==> config.mk <==
export PLATFORM = sky130hd
export DESIGN_NAME = adc_lvds_rx
export DESIGN_NICKNAME = d
export VERILOG_FILES = /design/src/rtl/adc_lvds_rx.sv
export SDC_FILE = /design/constraint.sdc
export NUM_CORES = 1
export LEC_CHECK = 0
export ABC_AREA = 1
export BUFFER_PORTS_ARGS = -buffer_cell sky130_fd_sc_hd__buf_2
export CAP_MARGIN = 10
export CORE_ASPECT_RATIO = 0.8
export CORE_MARGIN = 5
export CORE_UTILIZATION = 30
export CTS_CLUSTER_DIAMETER = 200
export DETAILED_ROUTE_END_ITERATION = 10
export GPL_TIMING_DRIVEN = 0
export PLACE_DENSITY = 0.51
export SKIP_LAST_GASP = 1
export SLEW_MARGIN = 10
export SYNTH_ARGS = -nofsm -noshare
export SYNTH_HDL_FRONTEND = slang
export SYNTH_SLANG_ARGS = --single-unit
==> constraint.sdc <==
create_clock -name clk -period 4.8 [get_ports clk]
set_clock_uncertainty 0.2 [all_clocks]
set_input_delay 0.96 -clock clk [delete_from_list [all_inputs] [get_ports clk]]
set_output_delay 0.96 -clock clk [all_outputs]
set_load 0.02 [all_outputs]
==> src/rtl/adc_lvds_rx.sv <==
// adc_lvds_rx
//
// FPGA-side receiver for ADS1675-class sigma-delta ADCs running in
// high-speed LVDS mode without SCLK/DRDY routed to the FPGA. The block
// raises the ADC START pin, counts the digital filter settling interval
// in bit strobes, skips a programmable number of extra strobes to set
// the word phase, then frames the continuous MSB-first stream on NCH
// lanes into parallel sign-extended samples. Samples are buffered in a
// small FIFO behind a valid/ready port.
//
// Ports:
//   clk        single clock (ADC bit clock domain)
//   arst_n     asynchronous, active-low reset
//   bit_en     one-cycle strobe: din is sampled on this clk edge
//   din        serial data, one bit per lane
//   run        level, 1 = acquire, 0 = stop
//   align      extra strobes skipped after settling (word phase)
//   adc_start  drives the ADC START pin
//   m_valid    sample word available
//   m_data     lane k in bits [k*OW +: OW]
//   m_ready    consumer accepts on m_valid & m_ready
//   ovf        sticky: a sample was dropped on a full FIFO
//   smp_cnt    samples pushed since the last run rise (wraps)

module adc_lvds_rx #(
    parameter int NCH    = 1,
    parameter int SW     = 24,
    parameter int OW     = 32,
    parameter int SETTLE = 1324,
    parameter int DEPTH  = 4
) (
    input  logic              clk,
    input  logic              arst_n,
    input  logic              bit_en,
    input  logic [NCH-1:0]    din,
    input  logic              run,
    input  logic [4:0]        align,
    output logic              adc_start,
    output logic              m_valid,
    output logic [NCH*OW-1:0] m_data,
    input  logic              m_ready,
    output logic              ovf,
    output logic [31:0]       smp_cnt
);

    localparam int BW = $clog2(SW);
    localparam int AW = $clog2(DEPTH);

    typedef enum logic [1:0] {
        S_IDLE,
        S_SETTLE,
        S_ALIGN,
        S_STREAM
    } state_t;

    state_t             state;
    logic [31:0]        cnt;
    logic [BW-1:0]      bitcnt;
    logic [SW-1:0]      shreg [NCH];

    logic [NCH*OW-1:0]  push_word;
    logic               push;
    logic               pop;
    logic               push_ok;

    logic [NCH*OW-1:0]  mem [DEPTH];
    logic [AW-1:0]      wr_ptr;
    logic [AW-1:0]      rd_ptr;
    logic [AW:0]        count;
    logic [AW:0]        count_next;

    // The completed word includes the bit being strobed right now, so it is
    // assembled from the shift register plus din rather than from shreg alone.
    always_comb begin
        logic [SW-1:0] lane_bits;
        push_word = '0;
        for (int k = 0; k < NCH; k++) begin
            lane_bits = {shreg[k][SW-2:0], din[k]};
            push_word[k*OW +: OW] = OW'($signed(lane_bits));
        end
    end

    // A full FIFO still accepts a push when a pop frees the slot on the same edge.
    always_comb begin
        push    = (state == S_STREAM) && run && bit_en && (bitcnt == BW'(SW - 1));
        pop     = m_valid && m_ready;
        push_ok = push && (!count[AW] || pop);
    end

    always_comb begin
        count_next = count;
        case ({push_ok, pop})
            2'b10:   count_next = count + 1'b1;
            2'b01:   count_next = count - 1'b1;
            default: count_next = count;
        endcase
    end

    // Control FSM: START pin, settle/align counting, framing, sample statistics.
    always_ff @(posedge clk or negedge arst_n) begin
        if (!arst_n) begin
            state     <= S_IDLE;
            cnt       <= '0;
            bitcnt    <= '0;
            adc_start <= 1'b0;
            ovf       <= 1'b0;
            smp_cnt   <= '0;
            for (int k = 0; k < NCH; k++) begin
                shreg[k] <= '0;
            end
        end else begin
            if (push) begin
                if (push_ok) begin
                    smp_cnt <= smp_cnt + 32'd1;
                end else begin
                    ovf <= 1'b1;
                end
            end

            if (state != S_IDLE && !run) begin
                // Stopping throws away any partially framed word.
                state     <= S_IDLE;
                adc_start <= 1'b0;
                bitcnt    <= '0;
            end else begin
                case (state)
                    S_IDLE: begin
                        if (run) begin
                            state     <= S_SETTLE;
                            cnt       <= 32'(SETTLE - 1);
                            adc_start <= 1'b1;
                            ovf       <= 1'b0;
                            smp_cnt   <= '0;
                            bitcnt    <= '0;
                        end
                    end
                    S_SETTLE: begin
                        if (bit_en) begin
                            if (cnt == 32'd0) begin
                                if (align == 5'd0) begin
                                    state <= S_STREAM;
                                end else begin
                                    state <= S_ALIGN;
                                    cnt   <= {27'd0, align};
                                end
                            end else begin
                                cnt <= cnt - 32'd1;
                            end
                        end
                    end
                    S_ALIGN: begin
                        if (bit_en) begin
                            if (cnt == 32'd1) begin
                                state <= S_STREAM;
                            end else begin
                                cnt <= cnt - 32'd1;
                            end
                        end
                    end
                    S_STREAM: begin
                        if (bit_en) begin
                            for (int k = 0; k < NCH; k++) begin
                                shreg[k] <= {shreg[k][SW-2:0], din[k]};
                            end
                            if (bitcnt == BW'(SW - 1)) begin
                                bitcnt <= '0;
                            end else begin
                                bitcnt <= bitcnt + 1'b1;
                            end
                        end
                    end
                    default: state <= S_IDLE;
                endcase
            end
        end
    end

    // Sample FIFO. Storage is reset so m_data reads zero out of reset;
    // m_valid is a flop kept equal to (occupancy != 0).
    always_ff @(posedge clk or negedge arst_n) begin
        if (!arst_n) begin
            wr_ptr  <= '0;
            rd_ptr  <= '0;
            count   <= '0;
            m_valid <= 1'b0;
            for (int d = 0; d < DEPTH; d++) begin
                mem[d] <= '0;
            end
        end else begin
            if (push_ok) begin
                mem[wr_ptr] <= push_word;
                wr_ptr      <= wr_ptr + 1'b1;
            end
            if (pop) begin
                rd_ptr <= rd_ptr + 1'b1;
            end
            count   <= count_next;
            m_valid <= (count_next != '0);
        end
    end

    assign m_data = mem[rd_ptr];

endmodule

==> results.json <==
{
  "status": "complete, no violations",
  "yosysMostFrequentCell": "nand2_1",
  "rows": 60,
  "drv_slew": 0,
  "clock.fmax_ghz": 0.243,
  "drcViolationCount": 0,
  "tightest_slew_ps": 749,
  "setup_viol": 0,
  "clk_path_buf_depth": 2,
  "finalCriticalPeriod_ps": 4110,
  "clockPowerShare_pct": 29.3,
  "cts_root_buf": "clkbuf_16",
  "crit_type": "flop to output pin",
  "drt-total-wl_um": 28300,
  "yosysUniqueCellTypes": 43,
  "cp-start-kind": "flop",
  "htree_levels": 4,
  "drive_gt1_share_pct": 13.9,
  "synth_mux_area_share_pct": 0,
  "yosys.area_share.xor_xnor_pct": 3.64,
  "synth_edf_count": 0,
  "critPathMaxFanout": 10,
  "antenna_cells": 0,
  "fillers": 3586,
  "clk_latency_ps": 450,
  "timing.hold.ws_ps": 113,
  "endpoint_kind": "output pin",
  "hp-class": "input port to asynchronous set/reset pin",
  "numCtsBuffers": 17,
  "detailed_place_hpwl_um": 20000,
  "crit_arrival_ps": 2950,
  "power_density_nw_per_um2": 429,
  "post-cts-setup-buffers": 0,
  "switchingPower_w": 0.00193,
  "cts_num_sinks": 200,
  "period_share_pct": 85.7,
  "max_cap_viol_count": 0,
  "synthSimpleGateAreaFrac_pct": 26.6,
  "synth_seq_area_share_pct": 48.4,
  "synthTopCellsByCount": "nand2_1, dfrtp_1, nor2_1, o21ai_0, inv_1",
  "syn-cell-area_um2": 10300,
  "ys_warn_count": 0,
  "core_um2": 33900,
  "multi_input_area_um2": 4600,
  "postRouteAntennaNets": 0,
  "dp_slack_ps": 1160,
  "nets": 1401,
  "path_clk_slew_ps": 70,
  "yosysTopAreaCellShare_pct": 48.4,
  "comb_power_share_pct": 32.3,
  "synth-async-reset-ratio_pct": 100,
  "synth-compound-area-share_pct": 12.3,
  "p_int_w": 0.00321,
  "seqCellArea_um2": 5000,
  "grt_pass1_vias": 8416,
  "synthAdderAreaFrac_pct": 2.01,
  "wl_per_cell_um": 15.3,
  "io_pins": 78,
  "viasPerCell": 4.69,
  "cp.required_ps": 3640,
  "drt_first_iter_violations": 563,
  "grtUsageTotal_pct": 15.1,
  "start_util_pct": 30.5,
  "switching_share_pct": 37.5,
  "place.gp.congestion": 0.837,
  "rsz0062_at_grt": "no",
  "ctsHoldBuffers": 0,
  "synth_area_leader_cell": "dfrtp_1",
  "max_slew_margin_pct": 50.0,
  "synth_top_family_by_area": "simple AND/OR/NAND/NOR gates",
  "hold_viol": 0,
  "cts_tree": "done",
  "grt_pass1_wl_um": 46300,
  "syn_area_per_cell_um2": 8.10,
  "setup_slack_ps": 687,
  "p_leak_nw": 5.98,
  "gr-total-overflow": 0,
  "synth_nets": 1303,
  "area_growth_pct": 15.7,
  "antenna_found_initial": 0,
  "die_y_um": 176,
  "ys.flop_type": "dfrtp_1",
  "synth_seq_cells": 200,
  "netlist_instances": 1276,
  "grt_max_degree": 97,
  "die_w_um": 218,
  "peakVddDrop_mv": 0.263,
  "p_seq_share_pct": 38.4,
  "cts_resized": 0,
  "dr.pass1.iters": 5,
  "dieArea_um2": 38300,
  "port_buffers": 77,
  "yosys-top-cells-area": "dfrtp_1, nand2_1, o21ai_0",
  "vias": 8677
}
## stage by stage
| stage | TNS, ps | cells | util (%) | total power [W] | instance area, um2 |
|---|---|---|---|---|---|
| after floorplan | 0 | 1276 | - | 0.00323 | 10300 |
| after global placement | -226680 | 1818 | 33.4 | 0.00366 | 11300 |
| after detailed placement | 0 | 1820 | 33.6 | 0.00368 | 11400 |
| after CTS | 0 | 1850 | 35.3 | 0.00521 | 12000 |
| after global routing | 0 | 1850 | 35.3 | 0.00551 | 12000 |
| final | 0 | 1850 | 35.3 | 0.00514 | 12000 |
## cells by family (layout without fill, tap and decap cells)
family          Yosys count  in the layout
buf+inv                 152            261
compound gates          240            240
fa+ha+maj                16             16
flops                   200            200
xor+xnor                 43             43
simple gates            625            625
## registers in the layout, indices dropped and copies added (netlist names)
signal	count
mem	96
cnt	32
smp_cnt	32
shreg	23
bitcnt	5
count	3
rd_ptr	2
state	2
wr_ptr	2
adc_start	1
m_valid	1
ovf	1
## critical path, stage by stage, from the launching register on
cell	delay [ps]
dfrtp_1	420
inv_1	110
clkbuf_1	390
clkbuf_1	590
nor2_1	90
o22ai_1	540
buf_4	210
buf_2	160
## path summary, 6_finish.rpt
path	startpoint	to	slack, ps	depth (start not counted)
hold / removal	arst_n	mem[12]	110	1
min in group clk	mem[82]	mem[82]	280	2
hold reg to reg	mem[82]	mem[82]	280	2
setup / recovery	rd_ptr[0]	m_data[31]	690	7
setup reg to reg	state[0]	m_valid	1870	12
max in group asynchronous	arst_n	cnt[0]	3100	3
## routing by layer
layer  routed length, um  up-vias  global-route usage, %  part of all wire, %
li1                    -     4294                      -                    -
met1               14600     4181                   22.9                   52
met2               11900      175                   21.9                   42
met3                1350       27                   2.66                  4.8
met4                 461        0                   4.37                  1.6
met5                   0        -                      0                    0
## layout make-up
type,count,area share [%]
buffer,58,3.16
clock buffer,21,3.77
clock inverter,9,1.17
inverter,94,2.96
multi-input combinational,924,38.5
sequential,200,41.8
tap,465,4.86
timing repair buffer,79,3.77
## placed cells by master (no fill, tap or decap), types with 14 or more instances in the layout
cell / instances
xnor2_1: 17
ha_1: 15
a21oi_1: 19
buf_2: 78
xor2_1: 26
nand3_2: 17
nand2_1: 342
clkbuf_16: 17
o22ai_1: 24
nor2_1: 176
clkbuf_1: 31
dfrtp_1: 200
buf_6: 14
inv_1: 89
buf_4: 14
nand3_1: 38
o21ai_0: 148
o21ai_1: 41
## power groups by stage
stage	sequential (W)	clock [W]	combinational [W]
after floorplan	0.00198	0	0.00125
after global placement	0.00200	0	0.00166
after detailed placement	0.00200	0	0.00168
after CTS	0.00197	0.00156	0.00169
after global routing	0.00199	0.00163	0.00189
final	0.00197	0.00151	0.00166
No activity file was read; power rests on OpenSTA's default activity.
